$ cat config.mk
export PLATFORM = sky130hd
export DESIGN_NAME = ask_modulator
export DESIGN_NICKNAME = d
export VERILOG_FILES = /design/src/rtl/ask_modulator.sv
export SDC_FILE = /design/constraint.sdc
export NUM_CORES = 1
export LEC_CHECK = 0
export ABC_AREA = 1
export ABC_CLOCK_PERIOD_IN_PS = 1700
export BUFFER_PORTS_ARGS = -buffer_cell sky130_fd_sc_hd__buf_2
export CELL_PAD_IN_SITES_DETAIL_PLACEMENT = 1
export CELL_PAD_IN_SITES_GLOBAL_PLACEMENT = 1
export CORE_MARGIN = 2
export CORE_UTILIZATION = 37
export CTS_BUF_LIST = sky130_fd_sc_hd__clkbuf_8 sky130_fd_sc_hd__clkbuf_16
export DETAILED_ROUTE_END_ITERATION = 8
export PLACE_DENSITY = 0.77
export SLEW_MARGIN = 10
export SYNTH_ARGS = -nofsm -noshare
export SYNTH_HDL_FRONTEND = slang
export SYNTH_SLANG_ARGS = --single-unit
$ cat constraint.sdc
create_clock -name clk -period 1.7 [get_ports clk]
set_input_delay 0.34 -clock clk [delete_from_list [all_inputs] [get_ports clk]]
set_output_delay 0.34 -clock clk [all_outputs]
set_load 0.01 [all_outputs]
$ cat src/rtl/ask_modulator.sv
// ask_modulator: byte-serial amplitude-shift-keyed carrier generator.
// A byte is accepted in IDLE and sent MSB first. Each bit is held for
// BIT_DIV clocks as a square carrier whose amplitude selects the bit value.
// A BIT_DIV-clock silent GAP follows, then the block returns to IDLE.
// Optional feature macro: ASK_PREAMBLE_EN. When it is defined, the byte
// 8'hAA is sent in the PRE state ahead of every data byte.
//
// Handshake: data_in is taken on a rising edge where data_valid and
// data_ready are both 1. data_ready is 1 only in IDLE. When data_valid is
// high at any other time, the input is ignored and nothing is queued.

module ask_modulator #(
    parameter int                    IO_width     = 14,
    parameter int                    BIT_DIV      = 1000,
    parameter logic [15:0]           CARRIER_STEP = 16'd4096,
    parameter logic [IO_width-1:0]   AMP_HIGH     = 14'd5500,
    parameter logic [IO_width-1:0]   AMP_LOW      = 14'd100
) (
    input  logic                       clk,
    input  logic                       rst_n,
    input  logic [7:0]                 data_in,
    input  logic                       data_valid,
    output logic                       data_ready,
    output logic                       busy,
    output logic signed [IO_width-1:0] ASK_out,
    output logic signed [IO_width-1:0] env_out,
    output logic [1:0]                 state_dbg_o
);

    localparam int CNT_W = (BIT_DIV > 2) ? $clog2(BIT_DIV) : 1;
    localparam logic [CNT_W-1:0] CNT_LAST = CNT_W'(BIT_DIV - 1);

    typedef enum logic [1:0] {
        IDLE = 2'd0,
        DATA = 2'd1,
        GAP  = 2'd2
`ifdef ASK_PREAMBLE_EN
        ,
        PRE  = 2'd3
`endif
    } state_t;

    state_t                state_q, state_d;
    logic [CNT_W-1:0]      cnt_q, cnt_d;
    logic [2:0]            bit_q, bit_d;
    logic [7:0]            shift_q, shift_d;
    logic [15:0]           phase_q, phase_d;
    logic [IO_width-1:0]   ask_q, ask_d;
    logic [IO_width-1:0]   env_q, env_d;
`ifdef ASK_PREAMBLE_EN
    logic [7:0]            data_q, data_d;
`endif

    logic [IO_width-1:0]   amp;
    logic                  sym_end;

    assign amp     = shift_q[7] ? AMP_HIGH : AMP_LOW;
    assign sym_end = (cnt_q == CNT_LAST);

    assign data_ready  = (state_q == IDLE);
    assign busy        = (state_q != IDLE);
    assign ASK_out     = ask_q;
    assign env_out     = env_q;
    assign state_dbg_o = state_q;

    // Next-state, counters, shift register, phase and the next output sample.
    always_comb begin
        state_d = state_q;
        cnt_d   = cnt_q;
        bit_d   = bit_q;
        shift_d = shift_q;
        phase_d = phase_q;
        ask_d   = '0;
        env_d   = '0;
`ifdef ASK_PREAMBLE_EN
        data_d  = data_q;
`endif
        case (state_q)
            IDLE: begin
                if (data_valid) begin
                    cnt_d   = '0;
                    bit_d   = 3'd0;
                    phase_d = 16'd0;
`ifdef ASK_PREAMBLE_EN
                    // The data byte waits in data_q while the preamble shifts out.
                    shift_d = 8'hAA;
                    data_d  = data_in;
                    state_d = PRE;
`else
                    shift_d = data_in;
                    state_d = DATA;
`endif
                end
            end
`ifdef ASK_PREAMBLE_EN
            PRE: begin
                ask_d   = phase_q[15] ? -amp : amp;
                env_d   = amp;
                phase_d = phase_q + CARRIER_STEP;
                cnt_d   = cnt_q + CNT_W'(1);
                if (sym_end) begin
                    cnt_d = '0;
                    if (bit_q == 3'd7) begin
                        // The phase keeps running into DATA. Only the bit source changes.
                        bit_d   = 3'd0;
                        shift_d = data_q;
                        state_d = DATA;
                    end else begin
                        bit_d   = bit_q + 3'd1;
                        shift_d = {shift_q[6:0], 1'b0};
                    end
                end
            end
`endif
            DATA: begin
                ask_d   = phase_q[15] ? -amp : amp;
                env_d   = amp;
                phase_d = phase_q + CARRIER_STEP;
                cnt_d   = cnt_q + CNT_W'(1);
                if (sym_end) begin
                    cnt_d   = '0;
                    shift_d = {shift_q[6:0], 1'b0};
                    if (bit_q == 3'd7) begin
                        bit_d   = 3'd0;
                        state_d = GAP;
                    end else begin
                        bit_d = bit_q + 3'd1;
                    end
                end
            end
            GAP: begin
                cnt_d = cnt_q + CNT_W'(1);
                if (sym_end) begin
                    cnt_d   = '0;
                    state_d = IDLE;
                end
            end
            default: state_d = IDLE;
        endcase
    end

    // State and datapath registers with synchronous active-low reset.
    always_ff @(posedge clk) begin
        if (!rst_n) begin
            state_q <= IDLE;
            cnt_q   <= '0;
            bit_q   <= 3'd0;
            shift_q <= 8'd0;
            phase_q <= 16'd0;
            ask_q   <= '0;
            env_q   <= '0;
`ifdef ASK_PREAMBLE_EN
            data_q  <= 8'd0;
`endif
        end else begin
            state_q <= state_d;
            cnt_q   <= cnt_d;
            bit_q   <= bit_d;
            shift_q <= shift_d;
            phase_q <= phase_d;
            ask_q   <= ask_d;
            env_q   <= env_d;
`ifdef ASK_PREAMBLE_EN
            data_q  <= data_d;
`endif
        end
    end

endmodule
==> results.txt, run 1 <==
Worst setup SP type: flop
Leak: 1.016 nW
Synth Area in Simple Gates: 31.10%
Post-cts hold buffer count: 0
Synth warn: 0
Power density over the cells: 1511 mW/mm^2
Die Ht: 74.27 um
CTS tree: yes
Max Slew Vio Count: 0
Clk slew on worst S/H paths: 0.07 ns
All-Layer GR Usage: 16.26%
Yosys cell types: 28
Worst R2R Path Depth: 9
Avg Inst Size Synth: 6.946 sq um
Grt total ovfl: 0
Min cycle time layout: 1.568 ns
Hold/Removal Path Class: input pin to flop
Layout cell share with drive strength beyond 1: 25.17%
Clk buf depth: 2
Critical path class: flop to flop
Diodes inserted: 0
Inst Count DP: 352
Clock Skews: 0.003298 ns
DRC viols: 0
Fin crit share: 92.25%
Post-Route WL: 4209 um
Final setup margin: 0.1318 ns
Share of the yosys chip area belonging to registers: 36.16%
Core Region: 0.004755 sq mm
Syn Std Cell Area: 0.001827 sq mm
# nets final: 312
Top delay family on crit path: flip-flops
PortBufs: 34
Vias in the first global route: 1578
DRT iter0 DRCs: 29
Die width: 74.27 um
Peak supply drop: 0.5237 mV
Worst EP arrival: 1.74 ns
Clock sinks: 33
Mux share of post-synthesis cell area: 0%
Crit path buffers/inverters: 3
First-pass GRT wire length: 6906 um
Seq cells post-synth: 33
Synth Area in Adders: 5.479%
Post-DR wirelength/cell: 11.66 um
Crit-path max FO: 6
Reg-to-Reg Start: state_dbg_o[0]$_SDFFE_PN0P_
Hold slack: 0.3385 ns
Die area: 0.005515 sq mm
Max Cap Violations: 0
Synth area leaders: dfxtp_1, nand2_1, buf_4
Setup TNS Final: 0 ns
Critical Path End Type: flop
TritonCTS Buffers: 5
Hold Startpoint: data_in[0]
Hold Fails Final Rpt: 0
Final core occ: 43.53%
Non-filler cells, final: 361
Status: complete, no violations
Worst EP required: 1.88 ns
XOR/XNOR share of the synthesized area: 0.4795%
Compound-cell area share of the yosys netlist: 9.041%
Hold depth: 3
Worst-Skew Late Latency: 0.28 ns
Area Overhead vs Synth: 13.29%
Fill cell count: 663
Post-synth top area share: 36.16%
Final HPWL DP: 3168 um
Synth Instances: 263
Num ports: 43
Worst slack at placement: 0.05266 ns
Rows: 25
Critical path cell sequence: inv_1 > ha_2 > inv_2 > nor2_2 > nor2_4 > buf_4 > nand2_1 > o21ai_1 > a21oi_1
Reg2reg end: phase_q[15]$_SDFFE_PN0P_
Via count: 1659
Hold Path End: shift_q[0]$_SDFFE_PN0P_
Clock root buffer: clkbuf_8
Initial core utilization: 38.42%
Number of antenna violations at the first check in global routing: 0
R2r setup slk: 0.13 ns
Largest net degree at the start of global routing: 17
Main combinational cell family by area after synthesis: simple AND/OR/NAND/NOR gates
Synth area leader: dfxtp_1
1st-pass router iterations: 4
DRT antenna net count: 0
Max Clk Rate: 637.7 MHz
Via density: 4.596
Largest stage delay, worst path: 0.36 ns
Final setup viols: 0
Final GP Congestion: 0.8430
Critical path depth: 9
H-tree depth: 2
Critical-path top delay cell: dfxtp_2
RSZ-0062 raised after global routing: false
## metal layers
layer,up-vias,track usage [%],share of wire (%)
met5,-,0,0
met4,0,5.159,1.2
met3,5,4.607,4.3
met2,30,26.88,47
met1,779,20.61,48
li1,845,-,-
## logic make-up (layout without fill, tap and decap cells)
logic type	Yosys count	count (layout)
AOI/OAI and AO/OA	31	31
other	1	8
xor gates and xnor gates	1	1
DFF	33	33
buffers and inverters	57	81
and+or+nand+nor	132	132
adders and majority gates	8	8
## stage by stage
stage                     power (W)  area (sq um)
after floorplan            0.002147          1853
after global placement     0.002431          1956
after detailed placement   0.002494          1956
after CTS                  0.003092          2042
after global routing       0.003419          2069
final                      0.003128          2069
## worst max path at each step
| stage | end | slack, ns | from |
|---|---|---|---|
| 2_1_floorplan | shift_q[3]$_SDFFE_PN0P_ | 0.11 | state_dbg_o[0]$_SDFFE_PN0P_ |
| 3_3_place_gp | bit_q[1]$_SDFFE_PN0P_ | 0.11 | state_dbg_o[0]$_SDFFE_PN0P_ |
| 3_5_place_dp | bit_q[1]$_SDFFE_PN0P_ | 0.05 | state_dbg_o[0]$_SDFFE_PN0P_ |
| 4_1_cts | bit_q[1]$_SDFFE_PN0P_ | 0.05 | state_dbg_o[0]$_SDFFE_PN0P_ |
| 5_1_grt | phase_q[14]$_SDFFE_PN0P_ | 0.02 | state_dbg_o[0]$_SDFFE_PN0P_ |
| 6_report | phase_q[15]$_SDFFE_PN0P_ | 0.13 | state_dbg_o[0]$_SDFFE_PN0P_ |
## synth_stat cells (all sizes together)
cell,count
dfxtp,33
nand3,11
conb,1
xor2,1
nand3b,1
nand4,1
a21oi,16
nor3,4
a211oi,1
nor2,45
ha,8
or2,3
inv,31
buf,26
o21ai,14
nand2,67
## final cells by class
type	instances	area (sq um)	area share, %
Timing Repair Buffer	42	230.2	11.12
Sequential cell	33	661.9	31.98
Inverter	31	116.4	5.623
Tap cell	67	83.83	4.051
Multi-Input combinational cell	180	890.9	43.05
Clock inverter	3	17.52	0.8464
Clock buffer	5	68.82	3.325
## cells in the final DEF, fill, tap and decap left out, types with 5 or more instances in the layout
| master | Yosys | routed |
|---|---|---|
| nand3_1 | 10 | 10 |
| buf_2 | 1 | 34 |
| a21oi_1 | 15 | 15 |
| nand2_1 | 61 | 61 |
| clkbuf_8 | 0 | 5 |
| dfxtp_1 | 33 | 32 |
| conb_1 | 1 | 8 |
| inv_1 | 26 | 26 |
| o21ai_0 | 11 | 9 |
| nor2_1 | 41 | 39 |
| inv_2 | 5 | 5 |
| ha_1 | 8 | 6 |
| nor2_2 | 3 | 5 |
| buf_4 | 22 | 8 |
| nand2_2 | 5 | 5 |
## what timing repair did
| item | CTS | global route |
|---|---|---|
| setup buffers | 0 | 1 |
| gates resized for setup | 0 | 8 |
| endpoints found under the setup margin | 0 | 16 |
| endpoints found under the hold margin | 0 | 0 |
## sequential cells by signal, summed over array words and instances, names as in the netlist
register,cells
phase_q,4
ASK_out,4
cnt_q,10
state_dbg_o,2
env_out,2
shift_q,8
bit_q,3
## tightest hold or removal path: stages
cell     delay (ns)
buf_2          0.11
nand3_1        0.07
a21oi_1        0.06
## power breakdown
group / switching, W / leakage [nW] / internal (W)
Sequential: 0.0000853 / 0.269 / 0.000937
Clock: 0.000307 / 0.0439 / 0.000283
Combinational: 0.000961 / 0.703 / 0.000554
No activity file was read; power rests on OpenSTA's default activity.
==> run 2, diff against run 1 <==
--- a/constraint.sdc
+++ b/constraint.sdc
@@ -3,2 +3,2 @@
 set_output_delay 0.34 -clock clk [all_outputs]
-set_load 0.01 [all_outputs]
+set_load 0.1 [all_outputs]
==> results.txt, run 2 (synthesis gave the netlist of run 1 again) <==
Post-DR wirelength/cell: 11.18 um (-4.1%)
Final setup margin: 0.1269 ns (-0.004930 ns)
Worst setup SP type: flop
Core Region: 0.004755 sq mm (unchanged)
Post-cts hold buffer count: 0 (unchanged)
Max Clk Rate: 635.7 MHz (-0.31%)
All-Layer GR Usage: 16.04% (-0.22 points)
Hold/Removal Path Class: input pin to flop
Most frequent cells in the layout: nand2_1, nor2_1, buf_2
TritonCTS Buffers: 5 (unchanged)
Area of the multi-input gates: 892.1 sq um (+0.14%)
Critical path cell sequence: inv_4 > ha_1 > nor2_2 > nor2_4 > buf_4 > a21oi_2 > o21ai_1 > nor2_1
Worst EP required: 1.93 ns (+0.05 ns)
Worst EP arrival: 1.80 ns (+0.06 ns)
Power density over the cells: 1898 mW/mm^2 (+26%)
Min cycle time layout: 1.573 ns (+0.004930 ns)
Reg area: 673.1 sq um (+1.7%)
DRT antenna net count: 0 (unchanged)
Final GP Congestion: 0.8445 (+0.18%)
Clock sinks: 33 (unchanged)
Initial core utilization: 38.42% (unchanged)
Peak supply drop: 0.6688 mV (+28%)
Reg2reg end: bit_q[1]$_SDFFE_PN0P_
Clock power share: 17.6% (-1.3 points)
Inst Count DP: 348 (-1.1%)
Layout cell share with drive strength beyond 1: 25.77% (+0.60 points)
# nets final: 309 (-0.96%)
Clock Skews: 0.002826 ns (-0.0004729 ns)
Die width: 74.27 um (unchanged)
Critical path class: flop to flop
Diodes inserted: 0 (unchanged)
Via density: 4.531 (-1.4%)
WL met3: 172 um (-4.4%)
Fill cell count: 637 (-3.9%)
Worst R2R Path Depth: 8 (-1)
Final core occ: 44.84% (+1.3 points)
First-pass GRT wire length: 6720 um (-2.7%)
Crit path buffers/inverters: 2 (-1)
Hold Startpoint: data_in[0]
Leak: 1.039 nW (+2.3%)
Largest regs: cnt_q x10, shift_q x8
Largest stage delay, worst path: 0.38 ns (+0.02 ns)
Grt total ovfl: 0 (unchanged)
Crit-path max FO: 7 (+1)
Final HPWL DP: 3098 um (-2.2%)
Wl on met1: 1778 um (-12%)
Number of antenna violations at the first check in global routing: 0 (unchanged)
Pint: 0.002007 W (+13%)
Final setup viols: 0 (unchanged)
Top delay family on crit path: flip-flops
Switching Share: 50.40% (+7.1 points)
Num ports: 43 (unchanged)
Reg-to-Reg Start: state_dbg_o[1]$_SDFFE_PN0P_
RSZ-0062 raised after global routing: false
Critical-path top delay cell: dfxtp_4
Logic gate share of total power: 56.9% (+8.4 points)
R2r setup slk: 0.13 ns (about the same)
Hold depth: 3 (unchanged)
Clk slew on worst S/H paths: 0.07 ns (about the same)
Via count: 1622 (-2.2%)
Largest reg by FF count: cnt_q
Vias in the first global route: 1593 (+0.95%)
Non-filler cells, final: 358 (-0.83%)
Worst-Skew Late Latency: 0.29 ns (about the same)
CTS tree: yes
Clock root buffer: clkbuf_8
Max Cap Violations: 0 (unchanged)
Flop pwr share: 25.5% (-7.2 points)
Max Slew Vio Count: 0 (unchanged)
Critical Path End Type: flop
Metal2 WL: 1967 um (+0.10%)
Hold slack: 0.3226 ns (-0.01593 ns)
Clk buf depth: 2 (unchanged)
Die Ht: 74.27 um (unchanged)
Hold Fails Final Rpt: 0 (unchanged)
Largest net degree at the start of global routing: 17 (unchanged)
Worst slack at placement: 0.1493 ns (+0.09663 ns)
DRT iter0 DRCs: 46 (+59%)
PortBufs: 34 (unchanged)
Post-Route WL: 4004 um (-4.9%)
Psw: 0.002039 W (+51%)
Rows: 25 (unchanged)
1st-pass router iterations: 4 (unchanged)
Status: complete, no violations
Commonest non-fill, non-tap cell in the layout: nand2_1
DRC viols: 0 (unchanged)
Fin crit share: 92.54% (+0.29 points)
Hold Path End: shift_q[0]$_SDFFE_PN0P_
H-tree depth: 2 (unchanged)
Die area: 0.005515 sq mm (unchanged)
Area Overhead vs Synth: 16.71%
Largest register FFs: 10 (unchanged)
Top Layer Used: met4
-- run 2: layer usage --
metal,vias up,global-route usage (%)
li1,839,-
met1,742,18.21
met3,8,2.846
met5,-,0
met2,33,28.97
met4,0,7.738
-- run 2: tightest hold or removal path, cell delays in order --
cell and delay [ns]:
buf_2 0.10, nand3_1 0.07, a21oi_1 0.06
-- run 2: through the flow --
| stage | setup TNS, ns | total power [W] | cell area [sq um] |
|---|---|---|---|
| after global placement | 0 | 0.003264 | 2003 |
| after detailed placement | 0 | 0.003314 | 2003 |
| final | 0 | 0.004046 | 2132 |
| after floorplan | -0.9525 | 0.002946 | 1901 |
| after global routing | 0 | 0.004353 | 2132 |
| after CTS | 0 | 0.004052 | 2115 |
-- run 2: cell type report --
cell class | count | share of cell area (%)
Timing Repair Buffer | 39 | 11.15
Clock inverter | 1 | 0.1761
Multi-Input combinational cell | 180 | 41.84
Sequential cell | 33 | 31.57
Inverter | 31 | 6.279
Clock buffer | 7 | 5.047
Tap cell | 67 | 3.932
-- run 2: what timing repair did --
item	4_1_cts	5_1_grt
endpoints found under the setup margin	0	1
gates resized for setup	0	1
setup buffers	0	2
-- run 2: power by group through the flow --
| stage | Combinational [W] | Clock [W] | Sequential (W) |
|---|---|---|---|
| detailed placement | 0.00226 | 0 | 0.00105 |
| global route | 0.00254 | 0.000761 | 0.00105 |
| finish | 0.00230 | 0.000710 | 0.00103 |
| CTS | 0.00229 | 0.000733 | 0.00103 |
| global placement | 0.00222 | 0 | 0.00104 |
| floorplan | 0.00170 | 0 | 0.00125 |
-- run 2: worst max-delay path by stage --
stage | depth (start not counted) | startpoint | slack [ns] | endpoint
CTS | 8 | state_dbg_o[1]$_SDFFE_PN0P_ | 0.12 | bit_q[1]$_SDFFE_PN0P_
global route | 8 | state_dbg_o[1]$_SDFFE_PN0P_ | 0.006 | cnt_q[5]$_SDFFE_PN0P_
floorplan | 9 | state_dbg_o[1]$_SDFFE_PN0P_ | -0.11 | shift_q[3]$_SDFFE_PN0P_
detailed placement | 8 | state_dbg_o[1]$_SDFFE_PN0P_ | 0.15 | bit_q[2]$_SDFFE_PN0P_
global placement | 8 | state_dbg_o[1]$_SDFFE_PN0P_ | 0.20 | bit_q[1]$_SDFFE_PN0P_
finish | 8 | state_dbg_o[1]$_SDFFE_PN0P_ | 0.13 | bit_q[1]$_SDFFE_PN0P_
==> run 3, diff against run 2 <==
--- a/config.mk
+++ b/config.mk
@@ -10,3 +10,3 @@
 export BUFFER_PORTS_ARGS = -buffer_cell sky130_fd_sc_hd__buf_2
-export CELL_PAD_IN_SITES_DETAIL_PLACEMENT = 1
+export CELL_PAD_IN_SITES_DETAIL_PLACEMENT = 0
 export CELL_PAD_IN_SITES_GLOBAL_PLACEMENT = 1
@@ -17,3 +17,2 @@
 export PLACE_DENSITY = 0.77
-export SLEW_MARGIN = 10
 export SYNTH_ARGS = -nofsm -noshare
==> constraint.sdc (replaced) <==
create_clock -name clk -period 1.7 [get_ports clk]
set_input_delay 0.085 -clock clk [delete_from_list [all_inputs] [get_ports clk]]
set_output_delay 0.085 -clock clk [all_outputs]
set_load 0.1 [all_outputs]
==> results.txt, run 3 (synthesis gave the netlist of run 1 again) <==
DRC viols: 0 (unchanged)
Hold slack: 0.08371 ns (-0.2389 ns)
H-tree depth: 2 (unchanged)
Crit path buffers/inverters: 2 (unchanged)
All-Layer GR Usage: 13.41% (-2.6 points)
TritonCTS Buffers: 5 (unchanged)
Number of antenna violations at the first check in global routing: 0 (unchanged)
DRT antenna net count: 0 (unchanged)
Largest net degree at the start of global routing: 17 (unchanged)
Final setup margin: 0.1837 ns (+0.05679 ns)
Metal2 WL: 1600 um (-19%)
Grt total ovfl: 0 (unchanged)
Post-Route WL: 3481 um (-13%)
Core Region: 0.004755 sq mm (unchanged)
Critical Path End Type: flop
Clk slew on worst S/H paths: 0.07 ns (about the same)
1st-pass router iterations: 4 (unchanged)
Critical-path top delay cell: dfxtp_4
Final HPWL DP: 2587 um (-16%)
DRT iter0 DRCs: 33 (-28%)
Max Clk Rate: 659.5 MHz (+3.7%)
Largest regs: cnt_q x10, shift_q x8
Hold Startpoint: data_in[0]
Initial core utilization: 38.42% (unchanged)
Final GP Congestion: 0.8123 (-3.8%)
Hold/Removal Path Class: input pin to flop
Worst slack at placement: 0.1746 ns (+0.02528 ns)
Clock root buffer: clkbuf_8
Critical path cell sequence: inv_4 > ha_1 > nor2_1 > nor2_4 > nand2_4 > inv_1 > nor2_1 > nor2_1
Post-DR wirelength/cell: 9.806 um (-12%)
Clock Skews: 0.006829 ns (+0.004004 ns)
Largest stage delay, worst path: 0.36 ns (-0.02 ns)
Most frequent cells in the layout: nand2_1, nor2_1, buf_2
Worst-Skew Late Latency: 0.29 ns (about the same)
Worst Setup SP: state_dbg_o[1]$_SDFFE_PN0P_
Max Slew Vio Count: 0 (unchanged)
Via density: 4.285 (-5.4%)
Critical path class: flop to flop
CTS tree: yes
Rows: 25 (unchanged)
Largest reg by FF count: cnt_q
Diodes inserted: 0 (unchanged)
Worst EP required: 1.93 ns (about the same)
Final setup viols: 0 (unchanged)
Top Layer Used: met4
Die width: 74.27 um (unchanged)
Reg-to-Reg Start: state_dbg_o[1]$_SDFFE_PN0P_
Post-cts hold buffer count: 0 (unchanged)
Power density over the cells: 1810 mW/mm^2 (-4.6%)
Die area: 0.005515 sq mm (unchanged)
Crit-path max FO: 16 (+9)
Worst setup SP type: flop
Largest register FFs: 10 (unchanged)
Fin crit share: 89.19% (-3.3 points)
Hold Fails Final Rpt: 0 (unchanged)
Clk buf depth: 2 (unchanged)
Vias in the first global route: 1306 (-18%)
Postcts setup bufs: 0 (unchanged)
Area Overhead vs Synth: 11.85%
Die Ht: 74.27 um (unchanged)
Leak: 1.000 nW (-3.8%)
Worst EP arrival: 1.74 ns (-0.06 ns)
Via count: 1521 (-6.2%)
Commonest non-fill, non-tap cell in the layout: nand2_1
PortBufs: 34 (unchanged)
Cell mode on critical path: nor2_1
First-pass GRT wire length: 5609 um (-17%)
Wl on met1: 1644 um (-7.5%)
Layout cell share with drive strength beyond 1: 23.26% (-2.5 points)
Cts repair resizes: 0 (unchanged)
Min cycle time layout: 1.516 ns (-0.05679 ns)
Status: complete, no violations
Setup TNS Final: 0 ns (unchanged)
Top delay family on crit path: simple AND/OR/NAND/NOR gates
Max Cap Violations: 0 (unchanged)
Clock sinks: 33 (unchanged)
RSZ-0062 raised after global routing: false
WL met3: 181 um (+5.2%)
Num ports: 43 (unchanged)
Peak supply drop: 0.7368 mV (+10%)
# nets final: 306 (-0.97%)
run 3: changes by cell type in the layout (fill, tap and decap cells not counted):
cell | previous run | this run
dfxtp_1 | 27 | 31
dfxtp_2 | 4 | 0
buf_4 | 5 | 2
buf_12 | 2 | 0
buf_2 | 32 | 34
clkinv_2 | 0 | 2
clkbuf_16 | 1 | 0
clkbuf_8 | 6 | 5
nor2_1 | 40 | 41
nor2_2 | 3 | 2
run 3: power breakdown:
group / switching (W) / internal, W / total [W]
clock: 0.000292 / 0.000278 / 0.000570
combinational: 0.00159 / 0.000514 / 0.00210
sequential: 0.0000853 / 0.000943 / 0.00103
run 3: worst paths after layout:
kind         slack, ns                 endpoint  cells past startpoint
max               0.18    bit_q[0]$_SDFFE_PN0P_                      8
min               0.08  shift_q[0]$_SDFFE_PN0P_                      3
max reg2reg       0.18    bit_q[0]$_SDFFE_PN0P_                      8
min reg2reg       0.42    ASK_out[6]$_SDFF_PN0_                      1
run 3: layout make-up:
class                   instances  area, sq um
fillers                       537         2711
multi-input cells             180        889.6
flip-flops and latches         33        668.1
repair buffers                 36        185.2
inverters                      31        133.9
well taps                      67        83.83
clock buffers                   5        68.82
clock inverters                 3        13.76
run 3: worst register-to-register path: cells and delay by family (launching register included):
| family | cells | cell delay, ns |
|---|---|---|
| flops | 1 | 0.36 |
| fa+ha+maj | 1 | 0.25 |
| simple gates | 5 | 0.66 |
| buf+inv | 2 | 0.20 |
run 3: metal layers:
metal | vias to the layer above | GRT usage, %
li1 | 834 | -
met1 | 647 | 15.09
met2 | 33 | 23.71
met3 | 7 | 4.065
met4 | 0 | 5.357
met5 | - | 0
run 3: metrics by stage:
| stage | total power [W] | utilization, % | std cells | cell area, sq um |
|---|---|---|---|---|
| after global routing | 0.003976 | 42.97 | 355 | 2043 |
| final | 0.003697 | 42.97 | 355 | 2043 |
| after detailed placement | 0.003167 | 41.24 | 347 | 1961 |
| after floorplan | 0.002944 | - | 270 | 1896 |
| after CTS | 0.003744 | 42.97 | 355 | 2043 |
| after global placement | 0.003154 | 41.24 | 347 | 1961 |
